[src/rtl/cpu_pkg.sv]
// Shared CPU definitions: datapath widths, PC step and the fetch buffer entry.
package cpu_pkg;

    localparam int XLEN    = 32;
    localparam int INSTR_W = 32;
    localparam logic [XLEN-1:0] PC_STEP = 32'd4;

    typedef struct packed {
        logic [INSTR_W-1:0] instr;
        logic [XLEN-1:0]    pc;
    } fetch_entry_t;

    // Fetch addresses are always word aligned; low target bits are dropped.
    function automatic logic [XLEN-1:0] align_pc(input logic [XLEN-1:0] a);
        return a & ~(XLEN'(3));
    endfunction

endpackage

[src/rtl/fetch_unit_if.sv]
// Fetch stage bus: instruction memory request/response, redirect input and
// the valid/ready instruction stream towards decode.
interface fetch_unit_if;
    import cpu_pkg::*;

    logic               imem_req;
    logic [XLEN-1:0]    imem_addr;
    logic [INSTR_W-1:0] imem_rdata;
    logic               redirect_valid;
    logic [XLEN-1:0]    redirect_pc;
    logic               out_valid;
    logic [INSTR_W-1:0] out_instr;
    logic [XLEN-1:0]    out_pc;
    logic               out_ready;

    modport master (
        output imem_req, imem_addr, out_valid, out_instr, out_pc,
        input  imem_rdata, redirect_valid, redirect_pc, out_ready
    );

    modport slave (
        input  imem_req, imem_addr, out_valid, out_instr, out_pc,
        output imem_rdata, redirect_valid, redirect_pc, out_ready
    );

endinterface

[src/rtl/fetch_fifo.sv]
// Synchronous FIFO for fetched entries; flush empties it and overrides push/pop.
module fetch_fifo #(
    parameter int  DEPTH   = 4,
    parameter type entry_t = logic
) (
    input  logic                     clk,
    input  logic                     rst,
    input  logic                     flush,
    input  logic                     push,
    input  logic                     pop,
    input  entry_t                   push_data,
    output entry_t                   head,
    output logic [$clog2(DEPTH):0]   count
);

    localparam int AW = $clog2(DEPTH);

    entry_t          mem_q [DEPTH];
    logic [AW-1:0]   wr_ptr_q, wr_ptr_d, rd_ptr_q, rd_ptr_d;
    logic [AW:0]     count_q, count_d;
    logic            do_pop;

    assign do_pop = pop && (count_q != '0);
    assign head   = mem_q[rd_ptr_q];
    assign count  = count_q;

    always_comb begin
        wr_ptr_d = wr_ptr_q;
        rd_ptr_d = rd_ptr_q;
        count_d  = count_q;
        if (flush) begin
            wr_ptr_d = '0;
            rd_ptr_d = '0;
            count_d  = '0;
        end else begin
            if (push)   wr_ptr_d = wr_ptr_q + 1'b1;
            if (do_pop) rd_ptr_d = rd_ptr_q + 1'b1;
            count_d = count_q + (AW+1)'(push) - (AW+1)'(do_pop);
        end
    end

    always_ff @(posedge clk) begin
        if (rst) begin
            wr_ptr_q <= '0;
            rd_ptr_q <= '0;
            count_q  <= '0;
        end else begin
            wr_ptr_q <= wr_ptr_d;
            rd_ptr_q <= rd_ptr_d;
            count_q  <= count_d;
        end
    end

    // Storage needs no reset; count gates every read.
    always_ff @(posedge clk) begin
        if (push && !flush) mem_q[wr_ptr_q] <= push_data;
    end

endmodule

[src/rtl/fetch_unit.sv]
// Instruction fetch stage: PC, credit-limited request issue, response buffer and redirect flush.
// Defining FETCH_PERF_EN adds the perf_fetched / perf_stall counter ports.
module fetch_unit
    import cpu_pkg::*;
#(
    parameter logic [XLEN-1:0] RESET_PC   = 32'h0000_0000,
    parameter int              FIFO_DEPTH = 4
) (
    input  logic         clk,
    input  logic         rst,
    fetch_unit_if.master bus
`ifdef FETCH_PERF_EN
    ,
    output logic [31:0]  perf_fetched,
    output logic [31:0]  perf_stall
`endif
);

    localparam int CW = $clog2(FIFO_DEPTH) + 1;

    logic [XLEN-1:0] pc_q, pc_d, req_pc_q, req_pc_d;
    logic            inflight_q, inflight_d, kill_q, kill_d;
    logic [CW-1:0]   count;
    logic [CW:0]     occupancy;
    logic            req, push, pop;
    fetch_entry_t    push_entry, head;

    // Buffered plus in-flight words never exceed the FIFO, so a push always has room.
    assign occupancy = {1'b0, count} + {{CW{1'b0}}, inflight_q};
    assign req       = !rst && !bus.redirect_valid && (occupancy < (CW+1)'(FIFO_DEPTH));
    assign push      = inflight_q && !kill_q;
    assign pop       = bus.out_valid && bus.out_ready;
    assign push_entry = '{instr: bus.imem_rdata, pc: req_pc_q};

    fetch_fifo #(
        .DEPTH   (FIFO_DEPTH),
        .entry_t (fetch_entry_t)
    ) u_fifo (
        .clk       (clk),
        .rst       (rst),
        .flush     (bus.redirect_valid),
        .push      (push),
        .pop       (pop),
        .push_data (push_entry),
        .head      (head),
        .count     (count)
    );

    assign bus.imem_req  = req;
    assign bus.imem_addr = pc_q;
    assign bus.out_valid = (count != '0);
    assign bus.out_instr = bus.out_valid ? head.instr : '0;
    assign bus.out_pc    = bus.out_valid ? head.pc    : '0;

    always_comb begin
        pc_d       = pc_q;
        req_pc_d   = req_pc_q;
        inflight_d = req;
        kill_d     = bus.redirect_valid && inflight_q;
        if (bus.redirect_valid) begin
            pc_d = align_pc(bus.redirect_pc);
        end else if (req) begin
            pc_d     = pc_q + PC_STEP;
            req_pc_d = pc_q;
        end
    end

    always_ff @(posedge clk) begin
        if (rst) begin
            pc_q       <= RESET_PC;
            req_pc_q   <= RESET_PC;
            inflight_q <= 1'b0;
            kill_q     <= 1'b0;
        end else begin
            pc_q       <= pc_d;
            req_pc_q   <= req_pc_d;
            inflight_q <= inflight_d;
            kill_q     <= kill_d;
        end
    end

`ifdef FETCH_PERF_EN
    logic [31:0] perf_fetched_q, perf_fetched_d, perf_stall_q, perf_stall_d;

    always_comb begin
        perf_fetched_d = perf_fetched_q + 32'(pop);
        perf_stall_d   = perf_stall_q + 32'(bus.out_valid && !bus.out_ready);
    end

    always_ff @(posedge clk) begin
        if (rst) begin
            perf_fetched_q <= '0;
            perf_stall_q   <= '0;
        end else begin
            perf_fetched_q <= perf_fetched_d;
            perf_stall_q   <= perf_stall_d;
        end
    end

    assign perf_fetched = perf_fetched_q;
    assign perf_stall   = perf_stall_q;
`endif

endmodule

[src/flat_wrapper.sv]
// flat-port wrapper written by rule: the top's interface ports become plain ports
module fetch_unit_flat import cpu_pkg::*;
#(
    parameter logic [XLEN-1:0] RESET_PC   = 32'h0000_0000,
    parameter int              FIFO_DEPTH = 4
)
  (clk, rst, bus_imem_req, bus_imem_addr, bus_out_valid, bus_out_instr, bus_out_pc, bus_imem_rdata, bus_redirect_valid, bus_redirect_pc, bus_out_ready);
  fetch_unit_if bus_i ();
  input  logic clk;
  input  logic rst;
  output wire logic [$bits(bus_i.imem_req)-1:0] bus_imem_req;
  output wire logic [$bits(bus_i.imem_addr)-1:0] bus_imem_addr;
  output wire logic [$bits(bus_i.out_valid)-1:0] bus_out_valid;
  output wire logic [$bits(bus_i.out_instr)-1:0] bus_out_instr;
  output wire logic [$bits(bus_i.out_pc)-1:0] bus_out_pc;
  input wire logic [$bits(bus_i.imem_rdata)-1:0] bus_imem_rdata;
  input wire logic [$bits(bus_i.redirect_valid)-1:0] bus_redirect_valid;
  input wire logic [$bits(bus_i.redirect_pc)-1:0] bus_redirect_pc;
  input wire logic [$bits(bus_i.out_ready)-1:0] bus_out_ready;
  assign bus_imem_req = bus_i.imem_req;
  assign bus_imem_addr = bus_i.imem_addr;
  assign bus_out_valid = bus_i.out_valid;
  assign bus_out_instr = bus_i.out_instr;
  assign bus_out_pc = bus_i.out_pc;
  assign bus_i.imem_rdata = bus_imem_rdata;
  assign bus_i.redirect_valid = bus_redirect_valid;
  assign bus_i.redirect_pc = bus_redirect_pc;
  assign bus_i.out_ready = bus_out_ready;
  fetch_unit #(.RESET_PC(RESET_PC), .FIFO_DEPTH(FIFO_DEPTH)) u_core (.clk(clk), .rst(rst), .bus(bus_i));
endmodule
[config.mk]
export PLATFORM = sky130hd
export DESIGN_NAME = fetch_unit_flat
export DESIGN_NICKNAME = d
export VERILOG_FILES = /design/src/rtl/cpu_pkg.sv /design/src/rtl/fetch_unit_if.sv /design/src/rtl/fetch_fifo.sv /design/src/rtl/fetch_unit.sv /design/src/flat_wrapper.sv
export SDC_FILE = /design/constraint.sdc
export NUM_CORES = 1
export LEC_CHECK = 0
export ABC_AREA = 0
export ABC_CLOCK_PERIOD_IN_PS = 4100
export CAP_MARGIN = 15
export CELL_PAD_IN_SITES_DETAIL_PLACEMENT = 1
export CELL_PAD_IN_SITES_GLOBAL_PLACEMENT = 1
export CORE_MARGIN = 8
export CORE_UTILIZATION = 47
export DETAILED_ROUTE_END_ITERATION = 8
export PLACE_DENSITY_LB_ADDON = 0.3
export SKIP_CTS_REPAIR_TIMING = 1
export SYNTH_ARGS = -nofsm -noshare
export SYNTH_HDL_FRONTEND = slang
export SYNTH_HIERARCHICAL = 1
export SYNTH_SLANG_ARGS = --single-unit
[constraint.sdc]
create_clock -name clk -period 4.1 [get_ports clk]
set_clock_uncertainty 0.1 [all_clocks]
set_input_delay 0.41 -clock clk [delete_from_list [all_inputs] [get_ports clk]]
set_output_delay 0.41 -clock clk [all_outputs]
set_load 0.02 [all_outputs]
* Yosys cells after proc, flatten, opt, wreduce, memory -nomap -nowiden
Memory sizes are Yosys's and may differ from the RTL's. A register that Yosys moved wholly into a read port is not among the register bits.
Index checks and enable logic that the tools add are counted.
** Cells by class
- Add/sub/neg operators :: 6
- Order comparisons :: 1
- Multiplexer cells :: 8
- Bitwise gates (word level) :: 1
- Reductions and logical operators :: 14
** Operator list (number)
- $mux 32 :: 4
- $add 32x3->32 const B :: 1
- $logic_and 1x1->1 :: 7
- $add 2x1->2 const B :: 2
- $add 3x1->4 :: 1
- $lt 4x3->1 const B :: 1
- $mux 2 :: 2
- $add 3x1->3 :: 1
- $logic_not 1->1 :: 3
- $reduce_bool 3->1 :: 1
- $sub 3x1->3 :: 1
- $mux 1 :: 2
- $reduce_and 2->1 :: 1
- $reduce_bool 2->1 :: 1
- $reduce_or 2->1 :: 1
- $not 1->1 :: 1
** Word-level totals
- Register bits after elaboration :: 73
- RAM bits :: 256
- Output and inout port bits :: 98
- Word-level logic and storage cells :: 39
- Memories :: 1
** Memories
- u_core.u_fifo.mem_q :: words 4, width 64, read ports 1, clocked after Yosys merged registers in 1, write ports 1, RTL line fetch_fifo.sv:18 : entry_t mem_q [DEPTH];

* Logic depth before layout (Yosys ltp)
Gate-level depths: netlist (run 1).
- Depth after elaboration :: 5
- Mapped depth :: 10
- Mapped depth without buffers :: 9

* Hierarchy
The synthesis (run 1) kept the hierarchy.
** By module, submodules not included
- fetch_fifo :: times used 1, cells an instance 380, area each 9795.6 um^2, seq. area each 7867.5 um^2
- fetch_unit :: times used 1, cells an instance 431, area each 3284.4 um^2, seq. area each 1241.2 um^2

* Worst setup path after synthesis (run 1)
Ideal clock, no wire load.
- Kind :: register -> register
- Start :: register u_core.inflight_q
- End :: memory u_core/u_fifo/mem_q[0][0] in the netlist's numbering (enable)
- Library setup time :: 0.429 ns
- Arrival :: 2.422 ns
- Data required time :: 3.571 ns
- Setup slack :: 1.149 ns
- Stages on the path, launching flop included :: 4
- Buffers on the path :: 0
- Clock period less this slack :: 2.951 ns
- Cells stage by stage :: dfxtp_1 -> nor2b_1 -> nor2b_1 -> and2_1
** Between the ends
- Longest elaborated chain between the ends :: 4
** Ends and longest elaborated chain
- start, declared :: RTL line fetch_unit.sv:22 : logic inflight_q, inflight_d, kill_q, kill_d;
- start signal, assigned :: RTL line fetch_unit.sv:77 : inflight_q <= inflight_d;
- $logic_and 1x1->1 :: RTL line fetch_unit.sv:31 : assign push = inflight_q && !kill_q;
- net u_core.push :: RTL line fetch_unit.sv:25 : logic req, push, pop;
- $logic_and 1x1->1 :: RTL line fetch_fifo.sv:56 : if (push && !flush) mem_q[wr_ptr_q] <= push_data;
- $mux 1 :: RTL line fetch_fifo.sv:56
- $mux 1 (implied by the code) :: RTL line fetch_fifo.sv:56
- end, declared :: RTL line fetch_fifo.sv:18
The timed path passes the listed nets, and every way through them passes these cells.

==> results of run 1 <==
## final cells by class
class,instances,share of cell area
sequential,327,0.5662
tap,378,0.02937
clock buffer,49,0.06092
inverter,11,0.002564
timing repair buffer,174,0.1089
multi-input combinational,434,0.2278
clock inverter,13,0.004196
## per-stage QoR
step / hold slack, ns / setup slack, ns / instance area (um^2) / instances / util
after floorplan: 0.3600 / 1.149 / 13110 / 820 / -
after global placement: 0.3768 / 0.9616 / 15050 / 1324 / 0.5448
after detailed placement: 0.3889 / 0.9493 / 15050 / 1324 / 0.5448
after CTS: 0.3645 / 0.6481 / 16100 / 1386 / 0.5828
after global routing: 0.3694 / 0.5720 / 16100 / 1386 / 0.5828
final: 0.3805 / 0.7712 / 16100 / 1386 / 0.5828
## metal layers
metal	global-route usage	vias up
li1	-	3436
met1	0.2334	3723
met2	0.2814	213
met3	0.04630	34
met4	0.04034	0
met5	0	-
## synthesized netlist by cell type, drive strengths merged, types with 2 or more instances
cell type,number,area share
a211oi,10,0.0057
nand2,86,0.025
mux2i,4,0.0031
nor3,16,0.0061
a21oi,43,0.016
nor2,19,0.0055
mux4,64,0.11
mux2,5,0.0043
nand4,10,0.0048
inv,11,0.0032
xnor2,22,0.015
o22ai,4,0.0019
a221oi,2,0.0013
nor3b,5,0.0029
buf,23,0.016
o311ai,2,0.0013
nand3,8,0.0034
and3,8,0.0038
clkbuf,25,0.0073
or4,2,0.0014
and4,4,0.0027
nor4,13,0.0072
and2,73,0.035
ha,7,0.0067
dfxtp,71,0.11
nor2b,3,0.0014
edfxtp,256,0.59
a31oi,3,0.0014
## final timing paths
check,from,endpoint,slack (ns),cells past startpoint
max,flop,bus_out_pc[31],0.77,4
min,bus_redirect_pc[4],u_core/bus.imem_addr[4],0.38,3
max reg2reg,u_core/u_fifo/count[1],u_core/bus.imem_addr[24],1.30,7
min reg2reg,u_core/req_pc_q[8],u_core/u_fifo/mem_q[1][8],0.40,0
## cells by family after synthesis
| logic type | Yosys count | share of synthesized area |
|---|---|---|
| AO/OA/AOI/OAI | 70 | 0.03252 |
| AND/OR/NAND/NOR | 249 | 0.1001 |
| buffers and inverters | 59 | 0.02659 |
| other | 1 | 0.0002867 |
| adder cells (fa/ha/maj) | 8 | 0.008226 |
| flip-flops | 327 | 0.6964 |
| XOR/XNOR | 24 | 0.01722 |
| multiplexers | 73 | 0.1187 |
## sequential cells by signal, summed over array words and instances (netlist names), named ones only
| register | flops |
|---|---|
| u_core/u_fifo/mem_q | 256 |
| u_core/bus.imem_addr | 30 |
| u_core/req_pc_q | 30 |
| u_core/u_fifo/count | 3 |
| u_core/u_fifo/rd_ptr_q | 2 |
| u_core/u_fifo/wr_ptr_q | 2 |
| u_core/inflight_q | 1 |
| u_core/kill_q | 1 |
## report_power, final
| group | switching, mW | internal, mW | total, mW |
|---|---|---|---|
| Combinational | 0.201 | 0.191 | 0.392 |
| Clock | 1.20 | 1.67 | 2.88 |
| Sequential | 0.0564 | 3.62 | 3.68 |
| Total | 1.46 | 5.48 | 6.94 |
## worst register-to-register path: cells and delay by family (launching register included)
family / cells / cell delay (ns)
compound gates: 1 / 0.21
buf+inv: 2 / 0.47
flops: 1 / 0.41
simple gates: 4 / 1.54
==> impl_metrics.tcl, run 1 <==
set metrics [dict create \
    worstSetupPathType "flop to primary output" \
    fmax_mhz 300.4 \
    dpl.hpwl_um 18270 \
    finalCriticalPeriod_ns 3.329 \
    clock_latency_ns 0.50 \
    grt_pass1_wl_um 45470 \
    cp_slowest_cell "dfxtp_4" \
    overflow 0 \
    synth_cell_type_count 51 \
    path_clk_slew_ns 0.05 \
    cp-end-kind "primary output" \
    met2_length_um 13710 \
    highest_layer "met4" \
    ys_warn_count 6 \
    io_pins 166 \
    drt-pass1-iter-count 5 \
    drv_cap 0 \
    cts_tree "done" \
    wl_um 29250 \
    dieArea_um2 33420 \
    fin_nets 1060 \
    antenna_cells 0 \
    track_usage 0.1739 \
    ctsRootBufferMaster "clkbuf_16" \
    outcome "finished, final reports clean" \
    start_kind "flop" \
    tightest_slew_ns 1.024 \
    slowest_delay_ns 0.70 \
    rsz0062_at_grt "false" \
    cp_data_required_time_ns 3.59 \
    power.total_mw 6.943 \
    die_h_um 182.8 \
    syn_to_final_growth_pct 23.10 \
    crit_family "buffers and inverters" \
    finalHoldViolCount 0 \
    post_drt_wl_per_cell_um 21.10 \
    finalSetupTns_ns 0 \
    syn_inst 811 \
    synth_edf_count 256 \
    netlist_area_um2 13080 \
    grt_pass1_vias 7847 \
    drtAntennaViolNets 0 \
    p_leak_nw 5.179 \
    met1Wirelength_um 13080 \
    worstHoldPathType "input port to flop" \
    layout_common_cells "edfxtp_1 (256), clkdlybuf4s50_1 (160), nand2_1 (86)" \
    met3_length_um 2016 \
    vdd_drop_max_uv 233.1 \
    slew_headroom 0.3138 \
    drive_gt1_frac 0.1369 \
    power_density_nw_per_um2 431.2 \
    cp_cell_sequence "buf_4 -> mux4_2 -> and2_1 -> clkdlybuf4s50_1" \
    path_buf_inv 2 \
    crit_fanout 26 \
    setup_viol 0 \
    multi_input_area_um2 3669 \
    drt_iter0_drc 389 \
    die_x_um 182.8 \
    fin_crit_sh 0.8119 \
    fillers 2617 \
    slew_violations 0 \
    vias_per_cell 5.343 \
    ys_async_sr_fraction 0 \
    ys.flop_type "edfxtp_1" \
    postSynthAreaPerCell_um2 16.13 \
    cp_data_arrival_time_ns 2.82 \
    grt_max_degree 73 \
    floorplan.initialDensity 0.4734 \
    clock-sinks 327 \
    drc 0 \
    seq_area_um2 9116 \
    vias 7406 \
    cts.path.max_buffers 3 \
    cts_inserted_buffers 36 \
    htreeDepth 2 \
    antenna_found_initial 0 \
    gp_congestion 0.7749 \
    ys_seq_elements 327 \
    yosysSeqAreaShare 0.6964 \
    core-area_um2 27630 \
    std_cell_rows 61 \
    io_buffer_count 161 \
    layout_commonest_cell "edfxtp_1" \
]
No activity file was read; power rests on OpenSTA's default activity.
==> run 2, diff against run 1 <==
--- a/config.mk
+++ b/config.mk
@@ -6,7 +6,7 @@
 export NUM_CORES = 1
 export LEC_CHECK = 0
 export ABC_AREA = 0
-export ABC_CLOCK_PERIOD_IN_PS = 4100
+export ABC_CLOCK_PERIOD_IN_PS = 3300
 export CAP_MARGIN = 15
 export CELL_PAD_IN_SITES_DETAIL_PLACEMENT = 1
 export CELL_PAD_IN_SITES_GLOBAL_PLACEMENT = 1
==> constraint.sdc (replaced) <==
create_clock -name clk -period 3.3 [get_ports clk]
set_clock_uncertainty 0.1 [all_clocks]
set_input_delay 0.33 -clock clk [delete_from_list [all_inputs] [get_ports clk]]
set_output_delay 0.33 -clock clk [all_outputs]
set_load 0.02 [all_outputs]
==> run 2 against run 1 <==
Net effect:
- critical path depth stayed put
- die area stayed put
- largest cell class unchanged
- sequential power is 24% higher
- highest routed layer unchanged
- sequential cell count stayed put
- worst setup slack worse by 0.56 ns
- global-route usage is 0.26 points higher
- register-to-register slack worse by 0.62 ns
- sequential share of layout area is 0.51 points lower
- worst hold slack worse by 0.12 ns
- combinational power is 26% higher
- clock-buffer cell count is 2 lower
==> impl_metrics.tcl, run 2 (same netlist as run 1, synthesis figures left out) <==
set metrics [dict create \
    outcome "finished, final reports clean" \
    crit_fanout 15 \
    cts.path.max_buffers 3 \
    largest_reg_flops 256 \
    drv_cap 0 \
    drt_iter0_drc 366 \
    syn_to_final_growth_pct 24.21 \
    worstHoldPathType "input port to flop" \
    drive_gt1_frac 0.1478 \
    drt-pass1-iter-count 6 \
    core-area_um2 27630 \
    fillers 2618 \
    wl_um 29660 \
    fin_crit_sh 0.9366 \
    place_inst 1331 \
    clock-sinks 327 \
    clock_latency_ns 0.51 \
    rsz0062_at_grt "false" \
    start_kind "flop" \
    io_buffer_count 161 \
    finalCriticalPeriod_ns 3.091 \
    slew_headroom 0.4724 \
    cts_inserted_buffers 36 \
    drc 0 \
    antenna_found_initial 0 \
    overflow 0 \
    layout_common_cells "edfxtp_1 (256), clkdlybuf4s50_1 (160), nand2_1 (86)" \
    die_h_um 182.8 \
    cp_data_required_time_ns 2.87 \
    power_density_nw_per_um2 540.1 \
    tightest_slew_ns 0.7914 \
    fin_nets 1067 \
    grt_pass1_vias 8051 \
    worstSetupPathType "flop to primary output" \
    regMostFlops "u_core/u_fifo/mem_q" \
    io_pins 166 \
    path_clk_slew_ns 0.06 \
    vias 7521 \
    layoutNonFillerInstCount 1393 \
    cp-end-kind "primary output" \
    vias_per_cell 5.399 \
    grt_pass1_wl_um 46190 \
    fmax_mhz 323.5 \
    finalSetupTns_ns 0 \
    drtAntennaViolNets 0 \
    floorplan.initialDensity 0.4734 \
    dpl.hpwl_um 18880 \
    vdd_drop_max_uv 340.9 \
    p_leak_nw 5.260 \
    std_cell_rows 61 \
    cp_data_arrival_time_ns 2.66 \
    finalHoldViolCount 0 \
    layout_commonest_cell "edfxtp_1" \
    dieArea_um2 33420 \
    ctsRootBufferMaster "clkbuf_16" \
    grt_max_degree 72 \
    antenna_cells 0 \
    cts_tree "done" \
    slew_violations 0 \
    die_x_um 182.8 \
    gp_congestion 0.7724 \
    htreeDepth 2 \
    post_drt_wl_per_cell_um 21.29 \
    setup_viol 0 \
    track_usage 0.1765 \
]
run 2: cell count changes in the layout (fill, tap and decap cells not counted):
cell,previous run,this run
bufinv_16,0,1
clkbuf_8,1,2
clkinv_2,5,8
buf_12,4,8
clkinvlp_4,2,0
clkbuf_1,11,8
clkinv_1,5,3
buf_4,9,12
inv_6,1,3
run 2: metrics by stage:
stage	power (mW)	util	cell area, um^2	setup slack (ns)	hold WS (ns)
global placement	5.134	0.5485	15160	0.4369	0.3758
floorplan	4.867	-	13110	0.3492	0.3289
detailed placement	5.148	0.5485	15160	0.3798	0.3935
CTS	8.875	0.5880	16250	0.1257	0.2397
global route	9.057	0.5880	16250	0.05189	0.2637
finish	8.775	0.5880	16250	0.2091	0.2578
run 2: layout make-up:
class	instances	area (um^2)	share of cell area
clock buffers	47	983.4	0.06053
clock inverters	15	107.6	0.006623
inverters	11	41.29	0.002541
multi-input cells	434	3669	0.2258
flip-flops and latches	327	9116	0.5611
well taps	378	473.0	0.02911
repair buffers	181	1857	0.1143
run 2: worst paths after layout:
path	from	to	slack (ns)	cells after the start
worst min register to register	u_core/req_pc_q[24]	u_core/req_pc_q[24]	0.40	2
worst max register to register	u_core/u_fifo/count[0]	u_core/u_fifo/count[2]	0.68	9
worst max-delay path	flop	bus_out_pc[1]	0.21	4
worst min-delay path	rst	u_core/req_pc_q[30]	0.26	5
run 2: routing by layer:
layer,routed length [um],GRT usage,vias up
met5,0,0,-
met4,473,0.04359,0
met3,1972,0.04274,35
met2,14020,0.2917,210
met1,13190,0.2333,3830
li1,-,-,3446
run 2: power breakdown:
group	total (mW)	switching (mW)	leakage, nW	internal (mW)
logic	0.492	0.250	1.77	0.241
clock network	3.72	1.54	0.543	2.18
registers	4.56	0.0697	2.95	4.50
total	8.78	1.86	5.26	6.92
run 2: critical path: stages, from the launching register on:
cell and delay, ns:
dfxtp_4 0.55, buf_4 0.33, mux4_1 0.57, and2_1 0.16, clkdlybuf4s50_1 0.53
==> run 3, diff against run 2 <==
--- a/config.mk
+++ b/config.mk
@@ -10,7 +10,6 @@
 export CAP_MARGIN = 15
 export CELL_PAD_IN_SITES_DETAIL_PLACEMENT = 1
 export CELL_PAD_IN_SITES_GLOBAL_PLACEMENT = 1
-export CORE_MARGIN = 8
 export CORE_UTILIZATION = 47
 export DETAILED_ROUTE_END_ITERATION = 8
 export PLACE_DENSITY_LB_ADDON = 0.3
==> run 3 against run 2 <==
Net effect:
- combinational power fell by 0.8%
- wire length decreased by 2.6%
- largest power group unchanged
- register-to-register slack got worse by 0.02 ns
- non-clock buffer count grew 2
- clock-buffer cell count is 1 higher
- largest cell class unchanged
- worst setup slack better by 0.028 ns
==> impl_metrics.tcl, run 3 (same netlist as run 1, synthesis figures left out) <==
set metrics [dict create \
    clock_latency_ns 0.50 \
    antenna_cells 0 \
    vias_per_cell 5.409 \
    place_ws_ns 0.5335 \
    htreeDepth 2 \
    worstSetupPathType "flop to primary output" \
    setup_slack_ns 0.2373 \
    crit_fanout 18 \
    io_pins 166 \
    finalCriticalPeriod_ns 3.063 \
    clkPwrFrac 0.455 \
    tightest_slew_ns 0.7731 \
    vias 7518 \
    std_cell_rows 60 \
    drv_cap 0 \
    dieArea_um2 28500 \
    grt_pass1_vias 7973 \
    switching_share 0.2000 \
    grt_max_degree 72 \
    combPwrFrac 0.053 \
    cp-end-kind "primary output" \
    cts.path.max_buffers 3 \
    finalHoldViolCount 0 \
    slew_headroom 0.4840 \
    drt-pass1-iter-count 4 \
    fin_crit_sh 0.9281 \
    worstHoldPathType "input port to flop" \
    ctsRootBufferMaster "clkbuf_16" \
    slew_violations 0 \
    drc 0 \
    wl_um 28890 \
    drive_gt1_frac 0.1483 \
    power.switching_mw 1.855 \
    syn_to_final_growth_pct 25.44 \
    core-area_um2 27100 \
    outcome "finished, final reports clean" \
    layoutNonFillerInstCount 1390 \
    die_x_um 168.8 \
    fin_nets 1068 \
    layout_common_cells "edfxtp_1 (256), clkdlybuf4s50_1 (160), nand2_1 (86)" \
    cp_data_arrival_time_ns 2.63 \
    fillers 2493 \
    post_drt_wl_per_cell_um 20.78 \
    layout_commonest_cell "edfxtp_1" \
    gp_congestion 0.7991 \
    io_buffer_count 161 \
    cp_data_required_time_ns 2.87 \
    clock-sinks 327 \
    antenna_found_initial 0 \
    power.total_mw 9.273 \
    reg2reg_from "u_core/u_fifo/count[1]" \
    fmax_mhz 326.5 \
    floorplan.initialDensity 0.4826 \
    setup_viol 0 \
    finalSetupTns_ns 0 \
    power_density_nw_per_um2 565.2 \
    holdCritStartpoint "rst" \
    start_kind "flop" \
    die_h_um 168.8 \
    vdd_drop_max_uv 326.9 \
    cts_tree "done" \
    path_clk_slew_ns 0.06 \
    place_inst 1327 \
    largest_reg_flops 256 \
    rsz0062_at_grt "false" \
    cts_inserted_buffers 35 \
    drt_iter0_drc 520 \
    grt_pass1_wl_um 45330 \
    dpl.hpwl_um 18020 \
    drtAntennaViolNets 0 \
    seqPwrFrac 0.493 \
    whs_ns 0.2707 \
    regMostFlops "u_core/u_fifo/mem_q" \
    overflow 0 \
    track_usage 0.2074 \
    p_int_mw 7.419 \
    p_leak_nw 5.334 \
]
## run 3: cell count changes in the layout (fill, tap and decap cells not counted), sizes merged
cell    previous run  this run
buf               21        23
clkbuf            47        48
inv               14        12
bufinv             1         8
clkinv            11         6
## run 3: through the flow
stage                     utilization  instance area [um^2]
final                          0.6054                 16410
after global placement         0.5595                 15160
after global routing           0.6054                 16410
after detailed placement       0.5595                 15160
after CTS                      0.6054                 16410
after floorplan                     -                 13110
## run 3: path summary, 6_finish.rpt
kind | cells past startpoint | slack, ns | end
setup / recovery | 4 | 0.24 | bus_out_pc[18]
setup reg to reg | 9 | 0.66 | u_core/u_fifo/count[2]
hold reg to reg | 2 | 0.41 | u_core/req_pc_q[4]
hold / removal | 3 | 0.27 | u_core/bus.imem_addr[31]
## run 3: worst max-delay path, stage by stage, from the launching register on
cell	delay [ns]
dfxtp_4	0.59
buf_12	0.25
mux4_2	0.53
and2_1	0.18
clkdlybuf4s50_1	0.54
## run 3: area by class of cell
class,instances,area [um^2],share of cell area
clock inverter,15,276.5,0.01685
clock buffer,48,967.2,0.05895
multi-input combinational,434,3669,0.2236
timing repair buffer,183,1872,0.1141
tap,372,465.4,0.02837
sequential,327,9116,0.5556
inverter,11,41.29,0.002517
## run 3: per-layer routing
layer | share of wire | global-route usage | vias to the layer above
li1 | - | - | 3449
met1 | 0.45 | 0.2831 | 3811
met2 | 0.49 | 0.3478 | 224
met3 | 0.051 | 0.03624 | 34
met4 | 0.015 | 0.04941 | 0
met5 | 0 | 0 | -
## run 3: power groups by stage
stage / Combinational, mW / Sequential [mW] / Clock [mW]
after CTS: 0.493 / 4.57 / 4.31
final: 0.488 / 4.57 / 4.22
after detailed placement: 0.488 / 4.65 / 0
after global placement: 0.479 / 4.65 / 0
after global routing: 0.523 / 4.57 / 4.45
after floorplan: 0.208 / 4.66 / 0
